### src/rtl/lv_fault_pkg.sv
// Shared types and widths for the LV fault manager: monitor FSM encoding and counter widths.
package lv_fault_pkg;

  localparam int FAULT_ST_W  = 2;
  localparam int FAULT_CNT_W = 8;

  typedef enum logic [FAULT_ST_W-1:0] {
    IDLE  = 2'd0,
    MON   = 2'd1,
    FAULT = 2'd2,
    HOLD  = 2'd3
  } fault_st_e;

endpackage

### src/rtl/lv_fault_mgr_if.sv
// Fault manager signal bundle: error sources / register controls in, status and fault requests out.
interface lv_fault_mgr_if
  import lv_fault_pkg::*;
#(
  parameter int ERR_NUM = 16,
  parameter int DBNC_W  = 4,
  parameter int HOLD_W  = 8
) ();

  localparam int ID_W = $clog2(ERR_NUM);

  logic                   i_mon_en;
  logic [ERR_NUM-1:0]     i_err_raw;
  logic [ERR_NUM-1:0]     i_err_mask;
  logic [ERR_NUM-1:0]     i_err_fatal;
  logic [DBNC_W-1:0]      i_dbnc_thr;
  logic [HOLD_W-1:0]      i_hold_cyc;
  logic [ERR_NUM-1:0]     i_err_clr;
  logic [ERR_NUM-1:0]     o_err_act;
  logic [ERR_NUM-1:0]     o_err_sticky;
  logic [ID_W-1:0]        o_first_id;
  logic                   o_first_vld;
  logic [FAULT_ST_W-1:0]  o_fst;
  logic                   o_fault;
  logic                   o_pwm_gate;
  logic                   o_intb_n;
  logic [FAULT_CNT_W-1:0] o_fault_cnt;

  modport master (
    output i_mon_en, i_err_raw, i_err_mask, i_err_fatal, i_dbnc_thr, i_hold_cyc, i_err_clr,
    input  o_err_act, o_err_sticky, o_first_id, o_first_vld, o_fst, o_fault, o_pwm_gate,
           o_intb_n, o_fault_cnt
  );

  modport slave (
    input  i_mon_en, i_err_raw, i_err_mask, i_err_fatal, i_dbnc_thr, i_hold_cyc, i_err_clr,
    output o_err_act, o_err_sticky, o_first_id, o_first_vld, o_fst, o_fault, o_pwm_gate,
           o_intb_n, o_fault_cnt
  );

endinterface

### src/rtl/lv_err_dbnc.sv
// One error channel: saturating debounce counter, active flag and write-1-clear sticky bit.
module lv_err_dbnc
  import lv_fault_pkg::*;
#(
  parameter int DBNC_W = 4
) (
  input  logic              i_clk,
  input  logic              i_rst_n,
  input  logic              i_hit,
  input  logic              i_clr,
  input  logic [DBNC_W-1:0] i_thr,
  output logic              o_act,
  output logic              o_sticky,
  output logic              o_sticky_nxt
);

  logic [DBNC_W-1:0] cnt;

  // i_thr is already forced to at least 1, so a cleared counter never reads as active
  assign o_act        = (cnt == i_thr);
  assign o_sticky_nxt = o_act | (o_sticky & ~i_clr);

  always_ff @(posedge i_clk or negedge i_rst_n) begin
    if (!i_rst_n) begin
      cnt      <= '0;
      o_sticky <= 1'b0;
    end else begin
      if (!i_hit)             cnt <= '0;
      else if (cnt >= i_thr)  cnt <= i_thr;
      else                    cnt <= cnt + 1'b1;
      o_sticky <= o_sticky_nxt;
    end
  end

endmodule

### src/rtl/lv_fault_mgr.sv
// LV fault manager: per-channel debounce/sticky, first-error capture, monitor FSM with recovery hold-off.
// Define LV_FAULT_MGR_DBG_CNT_EN to build the saturating fault-entry counter on o_fault_cnt.
module lv_fault_mgr
  import lv_fault_pkg::*;
#(
  parameter int ERR_NUM = 16,
  parameter int DBNC_W  = 4,
  parameter int HOLD_W  = 8
) (
  input  logic          i_clk,
  input  logic          i_rst_n,
  lv_fault_mgr_if.slave bus
);

  localparam int ID_W = $clog2(ERR_NUM);

  function automatic logic [ID_W-1:0] lowest_idx(input logic [ERR_NUM-1:0] v);
    lowest_idx = '0;
    for (int i = ERR_NUM - 1; i >= 0; i--) begin
      if (v[i]) lowest_idx = ID_W'(i);
    end
  endfunction

  logic [ERR_NUM-1:0] act, sticky, sticky_nxt;
  logic [DBNC_W-1:0]  thr_eff;
  logic [HOLD_W-1:0]  hold_eff, hold_cnt;
  logic               any_act, fatal_hit;
  fault_st_e          st_q, st_nxt;
  logic               fault_q, pwm_q, intb_q, first_vld_q;
  logic [ID_W-1:0]    first_id_q;

  assign thr_eff   = (bus.i_dbnc_thr == '0) ? DBNC_W'(1) : bus.i_dbnc_thr;
  assign hold_eff  = (bus.i_hold_cyc == '0) ? HOLD_W'(1) : bus.i_hold_cyc;
  assign any_act   = |act;
  assign fatal_hit = |(sticky & bus.i_err_fatal);

  for (genvar g = 0; g < ERR_NUM; g++) begin : g_ch
    lv_err_dbnc #(.DBNC_W(DBNC_W)) u_dbnc (
      .i_clk        (i_clk),
      .i_rst_n      (i_rst_n),
      .i_hit        (bus.i_err_raw[g] & ~bus.i_err_mask[g] & bus.i_mon_en),
      .i_clr        (bus.i_err_clr[g]),
      .i_thr        (thr_eff),
      .o_act        (act[g]),
      .o_sticky     (sticky[g]),
      .o_sticky_nxt (sticky_nxt[g])
    );
  end

  always_comb begin
    st_nxt = st_q;
    if (!bus.i_mon_en) begin
      st_nxt = IDLE;
    end else begin
      case (st_q)
        IDLE:    st_nxt = MON;
        MON:     if (any_act) st_nxt = FAULT;
        FAULT:   if (!any_act && !fatal_hit) st_nxt = HOLD;
        HOLD:    if (any_act) st_nxt = FAULT;
                 else if (hold_cnt == '0) st_nxt = MON;
        default: st_nxt = IDLE;
      endcase
    end
  end

  // Status outputs are registered from next-state / next-sticky so they line up with the state
  always_ff @(posedge i_clk or negedge i_rst_n) begin
    if (!i_rst_n) begin
      st_q        <= IDLE;
      hold_cnt    <= '0;
      fault_q     <= 1'b0;
      pwm_q       <= 1'b0;
      intb_q      <= 1'b1;
      first_id_q  <= '0;
      first_vld_q <= 1'b0;
    end else begin
      st_q    <= st_nxt;
      fault_q <= (st_nxt == FAULT);
      pwm_q   <= (st_nxt == FAULT) || (st_nxt == HOLD);
      intb_q  <= ~|(sticky_nxt & ~bus.i_err_mask);
      // Counter holds remaining cycles minus one, so expiry reads as zero on the last HOLD cycle
      if (st_nxt == HOLD && st_q != HOLD) hold_cnt <= hold_eff - 1'b1;
      else if (st_q == HOLD && hold_cnt != '0) hold_cnt <= hold_cnt - 1'b1;
      if (sticky == '0 && sticky_nxt != '0) begin
        first_id_q  <= lowest_idx(act);
        first_vld_q <= 1'b1;
      end else if (sticky_nxt == '0) begin
        first_vld_q <= 1'b0;
      end
    end
  end

`ifdef LV_FAULT_MGR_DBG_CNT_EN
  logic [FAULT_CNT_W-1:0] fault_cnt;

  always_ff @(posedge i_clk or negedge i_rst_n) begin
    if (!i_rst_n) begin
      fault_cnt <= '0;
    end else if ((st_q == MON || st_q == HOLD) && st_nxt == FAULT && fault_cnt != '1) begin
      fault_cnt <= fault_cnt + 1'b1;
    end
  end

  assign bus.o_fault_cnt = fault_cnt;
`else
  assign bus.o_fault_cnt = '0;
`endif

  assign bus.o_err_act    = act;
  assign bus.o_err_sticky = sticky;
  assign bus.o_first_id   = first_id_q;
  assign bus.o_first_vld  = first_vld_q;
  assign bus.o_fst        = st_q;
  assign bus.o_fault      = fault_q;
  assign bus.o_pwm_gate   = pwm_q;
  assign bus.o_intb_n     = intb_q;

endmodule

### src/flat_wrapper.sv
// flat-port wrapper written by rule: the top's interface ports become plain ports
module lv_fault_mgr_flat import lv_fault_pkg::*;
#(
  parameter int ERR_NUM = 16,
  parameter int DBNC_W  = 4,
  parameter int HOLD_W  = 8
)
  (i_clk, i_rst_n, bus_i_mon_en, bus_i_err_raw, bus_i_err_mask, bus_i_err_fatal, bus_i_dbnc_thr, bus_i_hold_cyc, bus_i_err_clr, bus_o_err_act, bus_o_err_sticky, bus_o_first_id, bus_o_first_vld, bus_o_fst, bus_o_fault, bus_o_pwm_gate, bus_o_intb_n, bus_o_fault_cnt);
  lv_fault_mgr_if #(.ERR_NUM(ERR_NUM), .DBNC_W(DBNC_W), .HOLD_W(HOLD_W)) bus_i ();
  input  logic i_clk;
  input  logic i_rst_n;
  input wire logic [$bits(bus_i.i_mon_en)-1:0] bus_i_mon_en;
  input wire logic [$bits(bus_i.i_err_raw)-1:0] bus_i_err_raw;
  input wire logic [$bits(bus_i.i_err_mask)-1:0] bus_i_err_mask;
  input wire logic [$bits(bus_i.i_err_fatal)-1:0] bus_i_err_fatal;
  input wire logic [$bits(bus_i.i_dbnc_thr)-1:0] bus_i_dbnc_thr;
  input wire logic [$bits(bus_i.i_hold_cyc)-1:0] bus_i_hold_cyc;
  input wire logic [$bits(bus_i.i_err_clr)-1:0] bus_i_err_clr;
  output wire logic [$bits(bus_i.o_err_act)-1:0] bus_o_err_act;
  output wire logic [$bits(bus_i.o_err_sticky)-1:0] bus_o_err_sticky;
  output wire logic [$bits(bus_i.o_first_id)-1:0] bus_o_first_id;
  output wire logic [$bits(bus_i.o_first_vld)-1:0] bus_o_first_vld;
  output wire logic [$bits(bus_i.o_fst)-1:0] bus_o_fst;
  output wire logic [$bits(bus_i.o_fault)-1:0] bus_o_fault;
  output wire logic [$bits(bus_i.o_pwm_gate)-1:0] bus_o_pwm_gate;
  output wire logic [$bits(bus_i.o_intb_n)-1:0] bus_o_intb_n;
  output wire logic [$bits(bus_i.o_fault_cnt)-1:0] bus_o_fault_cnt;
  assign bus_i.i_mon_en = bus_i_mon_en;
  assign bus_i.i_err_raw = bus_i_err_raw;
  assign bus_i.i_err_mask = bus_i_err_mask;
  assign bus_i.i_err_fatal = bus_i_err_fatal;
  assign bus_i.i_dbnc_thr = bus_i_dbnc_thr;
  assign bus_i.i_hold_cyc = bus_i_hold_cyc;
  assign bus_i.i_err_clr = bus_i_err_clr;
  assign bus_o_err_act = bus_i.o_err_act;
  assign bus_o_err_sticky = bus_i.o_err_sticky;
  assign bus_o_first_id = bus_i.o_first_id;
  assign bus_o_first_vld = bus_i.o_first_vld;
  assign bus_o_fst = bus_i.o_fst;
  assign bus_o_fault = bus_i.o_fault;
  assign bus_o_pwm_gate = bus_i.o_pwm_gate;
  assign bus_o_intb_n = bus_i.o_intb_n;
  assign bus_o_fault_cnt = bus_i.o_fault_cnt;
  lv_fault_mgr #(.ERR_NUM(ERR_NUM), .DBNC_W(DBNC_W), .HOLD_W(HOLD_W)) u_core (.i_clk(i_clk), .i_rst_n(i_rst_n), .bus(bus_i));
endmodule
### config.mk
export PLATFORM = sky130hd
export DESIGN_NAME = lv_fault_mgr_flat
export DESIGN_NICKNAME = d
export VERILOG_FILES = /design/src/rtl/lv_fault_pkg.sv /design/src/rtl/lv_fault_mgr_if.sv /design/src/rtl/lv_err_dbnc.sv /design/src/rtl/lv_fault_mgr.sv /design/src/flat_wrapper.sv
export SDC_FILE = /design/constraint.sdc
export NUM_CORES = 1
export LEC_CHECK = 0
export CORE_ASPECT_RATIO = 0.8
export CORE_UTILIZATION = 39
export CTS_BUF_LIST = sky130_fd_sc_hd__clkbuf_4 sky130_fd_sc_hd__clkbuf_8
export CTS_CLUSTER_DIAMETER = 30
export DETAILED_ROUTE_END_ITERATION = 8
export PLACE_DENSITY = 0.71
export SLEW_MARGIN = 20
export SYNTH_ARGS = -nofsm -noshare
export SYNTH_HDL_FRONTEND = slang
export SYNTH_SLANG_ARGS = --single-unit
### constraint.sdc
create_clock -name i_clk -period 7.63 [get_ports i_clk]
set_input_delay 1.526 -clock i_clk [delete_from_list [all_inputs] [get_ports i_clk]]
set_output_delay 1.526 -clock i_clk [all_outputs]
set_load 0.02 [all_outputs]
### After elaboration in Yosys (flattened, before gate mapping)

Index checks and enable logic that the tools add are counted.

* reduce and logical (&&, ||, !) cells: 21
* equality and inequality tests: 22
* $lt $le $gt $ge: 16
* multiplexer cells: 60
* add/sub/neg operators: 18
* bitwise operators: 99

Operators with widths (number)
* $mux W4: 49
* $add A4 B1 Y4 const B: 16
* $eq A4 B4 Y1: 16
* $ge A4 B4 Y1: 16
* $and A1 B1 Y1: 48
* $reduce_or A16 Y1: 3
* $and A16 B16 Y16: 2
* $logic_not A16 Y1: 2
* $not A1 Y1: 32
* $mux W8: 3
* $logic_not A8 Y1: 2
* $not A16 Y16: 1
* $or A1 B1 Y1: 16
* $reduce_bool A16 Y1: 1
* $sub A8 B1 Y8 const B: 2
* $mux W2: 5
* $eq A2 B2 Y1 const B: 4
* $pmux W2 S4: 1
* $reduce_bool A8 Y1: 1
* $logic_and A1 B1 Y1: 4
* $logic_not A4 Y1: 1
* $reduce_bool A2 Y1: 2
* $logic_not A1 Y1: 3
* $eq A2 B1 Y1 const B: 1
* 4 further kinds: 5

* input bits: 79
* bits in registers: 98
* word-level logic and storage cells: 275
* output and inout port bits: 50

### Logic depth before layout (Yosys ltp)

* word-level depth: 19
* depth in mapped cells: 17
* mapped depth without buffers: 14

### Hierarchy

A second synthesis with hierarchy kept.

* cell total of the unflattened synthesis: 824
* area total of the unflattened synthesis: 7572.3 µm²

By module, submodules not included
* lv_err_dbnc: area each 369.1 µm², times used 16, cells each 39, sequential area each 125.1 µm²
* lv_fault_mgr: area each 1666.6 µm², times used 1, cells each 200, sequential area each 451.7 µm²

### Worst setup path after synthesis

Ideal clock, no wire load.

* kind: input to register
* from: in bus_i_dbnc_thr[3]
* to: reg u_core.hold_cnt[6]
* slack: 1.699 ns
* stages on the path: 17
* required time: 7.504 ns
* arrival: 5.805 ns
* path buffers: 3
* path through: clkbuf_1 > inv_1 > a31o_2 > clkbuf_1 > clkbuf_1 > ha_1 > nand4_1 > nand4_1 > or4_1 > nor3_4 > mux2i_1 > ha_1 > nand2b_1 > nor4_1 > xnor2_1 > nand4_1 > o311a_1

* word-level cells in the longest chain between the ends: 12

RTL lines
* start, declared: RTL line flat_wrapper.sv:16 `input wire logic [$bits(bus_i.i_dbnc_thr)-1:0] bus_i_dbnc_thr;`
* $logic_not A4 Y1: RTL line lv_fault_mgr.sv:32 `assign thr_eff = (bus.i_dbnc_thr == '0) ? DBNC_W'(1) : bus.i_dbnc_thr;`
* $mux W4 *: RTL line lv_fault_mgr.sv:32
* $eq A4 B4 Y1: RTL line lv_err_dbnc.sv:20 `assign o_act = (cnt == i_thr);`
* $reduce_or A16 Y1 *: RTL line lv_fault_mgr.sv:34 `assign any_act = |act;`
* $logic_not A1 Y1: RTL line lv_fault_mgr.sv:58 `FAULT: if (!any_act && !fatal_hit) st_nxt = HOLD;`
* $logic_and A1 B1 Y1: RTL line lv_fault_mgr.sv:58
* $mux W2: RTL line lv_fault_mgr.sv:58
* $pmux W2 S4 *: RTL line lv_fault_mgr.sv:55 `case (st_q)`
* $mux W2 *: RTL line lv_fault_mgr.sv:52 `if (!bus.i_mon_en) begin`
* $eq A2 B2 Y1 *: RTL line lv_fault_mgr.sv:82 `if (st_nxt == HOLD && st_q != HOLD) hold_cnt <= hold_eff - 1'b1;`
* $logic_and A1 B1 Y1 *: RTL line lv_fault_mgr.sv:82
* $mux W8 or $reduce_bool A2 Y1 (tied branches)
* end signal, assigned: RTL line lv_fault_mgr.sv:82
* end signal, assigned: RTL line lv_fault_mgr.sv:83 `else if (st_q == HOLD && hold_cnt != '0) hold_cnt <= hold_cnt - 1'b1;`
* end, declared: RTL line lv_fault_mgr.sv:26 `logic [HOLD_W-1:0] hold_eff, hold_cnt;`

Every way passes the cells marked *; elsewhere a longest branch is shown, timed or not.
A chain may end at the register's enable or synchronous reset.

### Worst setup path in the final report

* from: in bus_i_dbnc_thr[3]
* to: out bus_o_err_act[11]

* word-level cells in the longest chain between the ends: 3

RTL lines
* $logic_not A4 Y1: RTL line lv_fault_mgr.sv:32
* $mux W4 *: RTL line lv_fault_mgr.sv:32
* $eq A4 B4 Y1 *: RTL line lv_err_dbnc.sv:20
* end, declared: RTL line flat_wrapper.sv:19 `output wire logic [$bits(bus_i.o_err_act)-1:0] bus_o_err_act;`

Marked as above.

==> impl_metrics.toml <==
[timing]
setup_violations = 0
worst_pin_slew_ns = 0.932
setup_slack_ns = 1.39
rsz0062_at_grt = "no"
skew_ns = 0.00932
drv_slew = 0
fin_crit_sh_pct = 81.7
setup_tns_ns = 0
max_freq_mhz = 160
min_period_ns = 6.24
finalHoldViolations = 0
hold_ws_ns = 0.529
relSlewSlack_pct = 37.9

[critical_path]
r2r_setup_slack_ns = 3.98
r2r-end = "u_core.hold_cnt[6]"
cp.required_ns = 6.10
cp_cell_sequence = "clkdlybuf4s50_1 -> inv_1 -> a31o_2 -> buf_4 -> ha_1 -> nand4_1 -> inv_1 -> clkdlybuf4s50_1"
arrival_ns = 4.71
crit_cells = 8
crit_path_end = "bus_o_err_act[11]"
rr_worst_depth = 13
crit_slowest_cell = "clkdlybuf4s50_1"
r2r-start = "u_core.g_ch[3].u_dbnc.cnt[0]"
path_delay_family = "buffers and inverters"
critPathKind = "in -> out"
crit_path_start_kind = "input pin"
endpoint_kind = "output port"
slowest_delay_ns = 0.65
critPathLaunch = "bus_i_dbnc_thr[3]"
crit_buf_inv = 5
critPathMaxFanout = 19

[grt]
overflow = 0
grt.total_usage_pct = 24.5
antenna_found_initial = 0
grt_pass1_wl_mm = 35.2
grt_pass1_vias = 6425
grt_max_degree = 71

[logic_synthesis]
synth_flop_cell = "dfrtp_1"
ys_seq_area_share_pct = 34.0
avgSynthCellArea_um2 = 8.89
yosys.area.top_type = "dfrtp_1"
async_reset_ff_share_pct = 100
synth-seq-cells = 98
synthTopCellsByArea = "dfrtp_1 (34%), ha_1 (14%), nor3_1 (7.0%)"
yosysTopAreaCellShare_pct = 33.7
synth-edff-count = 0
yosysWarningCount = 0
syn_inst = 811
syn_area_um2 = 7210
yosysUniqueCellTypes = 50

[drt]
drcViolationCount = 0
drt_iter0_markers = 656
routed_via_density = 5.84
wl_per_cell_um = 19.4
drtAntennaViolNets = 0
first_pass_iters = 5
drt_wl_total_mm = 22.2
route.vias.total = 6684

[clock_tree]
cts_buffer_depth = 2
path_clk_slew_ns = 0.10
tritoncts = "yes"
post_cts_buffers = 0
cts_resized = 0
worstSkewPairLatency_ns = 0.40
clkSinkCount = 98
cts-root-buf = "clkbuf_8"
cts_hold_buf = 0
cts-buffers-inserted = 9
htreeDepth = 3

[power]
peakVddDrop_uv = 112
p_leak_nw = 3.97
powerDensity_nw_per_um2 = 172

[die]
die_area_um2 = 19000
io_pins = 129
rows = 44
die_x_um = 154
coreArea_um2 = 18100
die_y_um = 124
initial_utilization_pct = 39.8

[final_layout]
drive_gt1_share_pct = 4.38
antennaDiodeCount = 0
layout.nets = 1069
syn_to_final_growth_pct = 20.8
nFillCells = 1675
final_area_um2 = 8710

[placed_design]
dpl_cell_area_um2 = 8460
port_buffers = 120
dp_slack_ns = 1.10
gp_congestion = 1.01
place_hpwl_mm = 16.8

[outcome]
status = "finished clean"

[min_path]
min_path_type = "reg -> reg"

[job]
max-cap-violations = 0
-- cell usage in the layout, fill, tap and decap left out, types with 3 or more instances in the layout --
cell type,netlist,final
clkdlybuf4s50_1,0,119
nor3_1,101,101
dfrtp_1,97,97
ha_1,81,81
a21oi_1,70,70
inv_1,56,56
o21ai_0,54,54
nand3_1,34,34
o21a_1,32,32
nand2b_1,31,31
nand4_1,28,28
nor2_1,23,23
xor2_1,19,19
xnor2_1,18,18
nor2b_1,17,17
nand3b_1,16,16
nor4_1,13,13
buf_4,40,12
clkbuf_8,0,10
a22oi_1,9,9
mux2i_1,9,9
nand2_1,8,8
conb_1,1,8
mux2_2,4,4
a21boi_0,3,3
or4_1,3,3
o2111ai_1,3,3
bufinv_16,0,3
-- layout make-up --
| class | instances | area (um^2) | share of cell area [%] |
|---|---|---|---|
| Timing Repair Buffer | 131 | 1280 | 14.7 |
| Clock inverter | 6 | 114 | 1.31 |
| Clock buffer | 10 | 138 | 1.58 |
| Tap cell | 230 | 288 | 3.30 |
| Inverter | 56 | 210 | 2.41 |
| Multi-Input combinational cell | 613 | 4220 | 48.5 |
| Sequential cell | 98 | 2450 | 28.2 |
-- per-stage QoR --
step | utilization (%) | total power, W | std cells
final | 48.1 | 0.00150 | 1144
after global routing | 48.1 | 0.00158 | 1144
after CTS | 48.1 | 0.00150 | 1144
after detailed placement | 46.7 | 0.00107 | 1128
after global placement | 46.7 | 0.00107 | 1128
after floorplan | - | 0.000887 | 818
-- worst reg2reg max path, cell delays in order (launching register included) --
cell and delay (ns):
dfrtp_1 0.40, inv_1 0.08, ha_1 0.29, nand4_1 0.24, nand4_1 0.28, or4_1 0.70, nor3_4 0.29, mux2i_1 0.21
ha_1 0.29, nand2b_1 0.11, nor4_1 0.25, xnor2_1 0.16, nand4_1 0.11, o311a_1 0.12
-- report_power, final --
group | leakage [nW] | total (W) | internal (W) | switching [W]
logic | 2.54 | 0.000442 | 0.000198 | 0.000244
clock network | 0.119 | 0.000428 | 0.000227 | 0.000201
registers | 1.32 | 0.000630 | 0.000572 | 0.0000581
total | 3.97 | 0.00150 | 0.000997 | 0.000504
-- worst min-delay path by stage --
stage	slack, ns	endpoint	cells after the start	from
4_1_cts	0.53	u_core.bus.o_first_id[3]	1	u_core.bus.o_first_id[3]
3_5_place_dp	0.51	u_core.bus.o_first_id[3]	1	u_core.bus.o_first_id[3]
6_report	0.53	u_core.bus.o_first_id[3]	1	u_core.bus.o_first_id[3]
2_1_floorplan	0.52	u_core.hold_cnt[1]	2	u_core.hold_cnt[1]
5_1_grt	0.55	u_core.bus.o_first_id[3]	1	u_core.bus.o_first_id[3]
3_3_place_gp	0.50	u_core.bus.o_first_id[3]	1	u_core.bus.o_first_id[3]
-- state kept, by name (all words and copies together) (netlist names) --
register                     cells
u_core.bus.o_intb_n              1
u_core.hold_cnt                  8
u_core.g_ch.u_dbnc.cnt          64
u_core.bus.o_pwm_gate            1
u_core.bus.o_fault               1
u_core.bus.o_fst                 2
u_core.bus.o_first_id            4
u_core.g_ch.u_dbnc.o_sticky     16
u_core.bus.o_first_vld           1
-- routing by layer --
layer  GRT usage [%]  routed length [um]  up-vias
met2            36.6                9590      314
met3            6.75                2120       43
met1            33.6                9850     3197
met4            9.50                 665        0
met5               0                   0        -
li1                -                   -     3130
-- cells in the mapped netlist, types with 13 or more instances --
library cell / count
nor4_1: 13
buf_4: 40
ha_1: 81
xnor2_1: 18
nand4_1: 28
dfrtp_1: 97
o21a_1: 32
xor2_1: 19
nor2b_1: 17
o21ai_0: 54
nand2b_1: 31
nand3_1: 34
nor2_1: 23
a21oi_1: 70
nand3b_1: 16
inv_1: 56
nor3_1: 101
-- cells by family after synthesis --
logic type | count (synthesis) | share of synthesized area (%)
XOR/XNOR | 37 | 4.49
adder cells (fa/ha/maj) | 81 | 14.1
flip-flops | 98 | 34.0
other | 1 | 0.0520
AO/OA/AOI/OAI | 187 | 15.4
AND/OR/NAND/NOR | 287 | 22.3
multiplexers | 13 | 1.87
buffers and inverters | 107 | 7.76
Power figures use the tool's default switching activity.
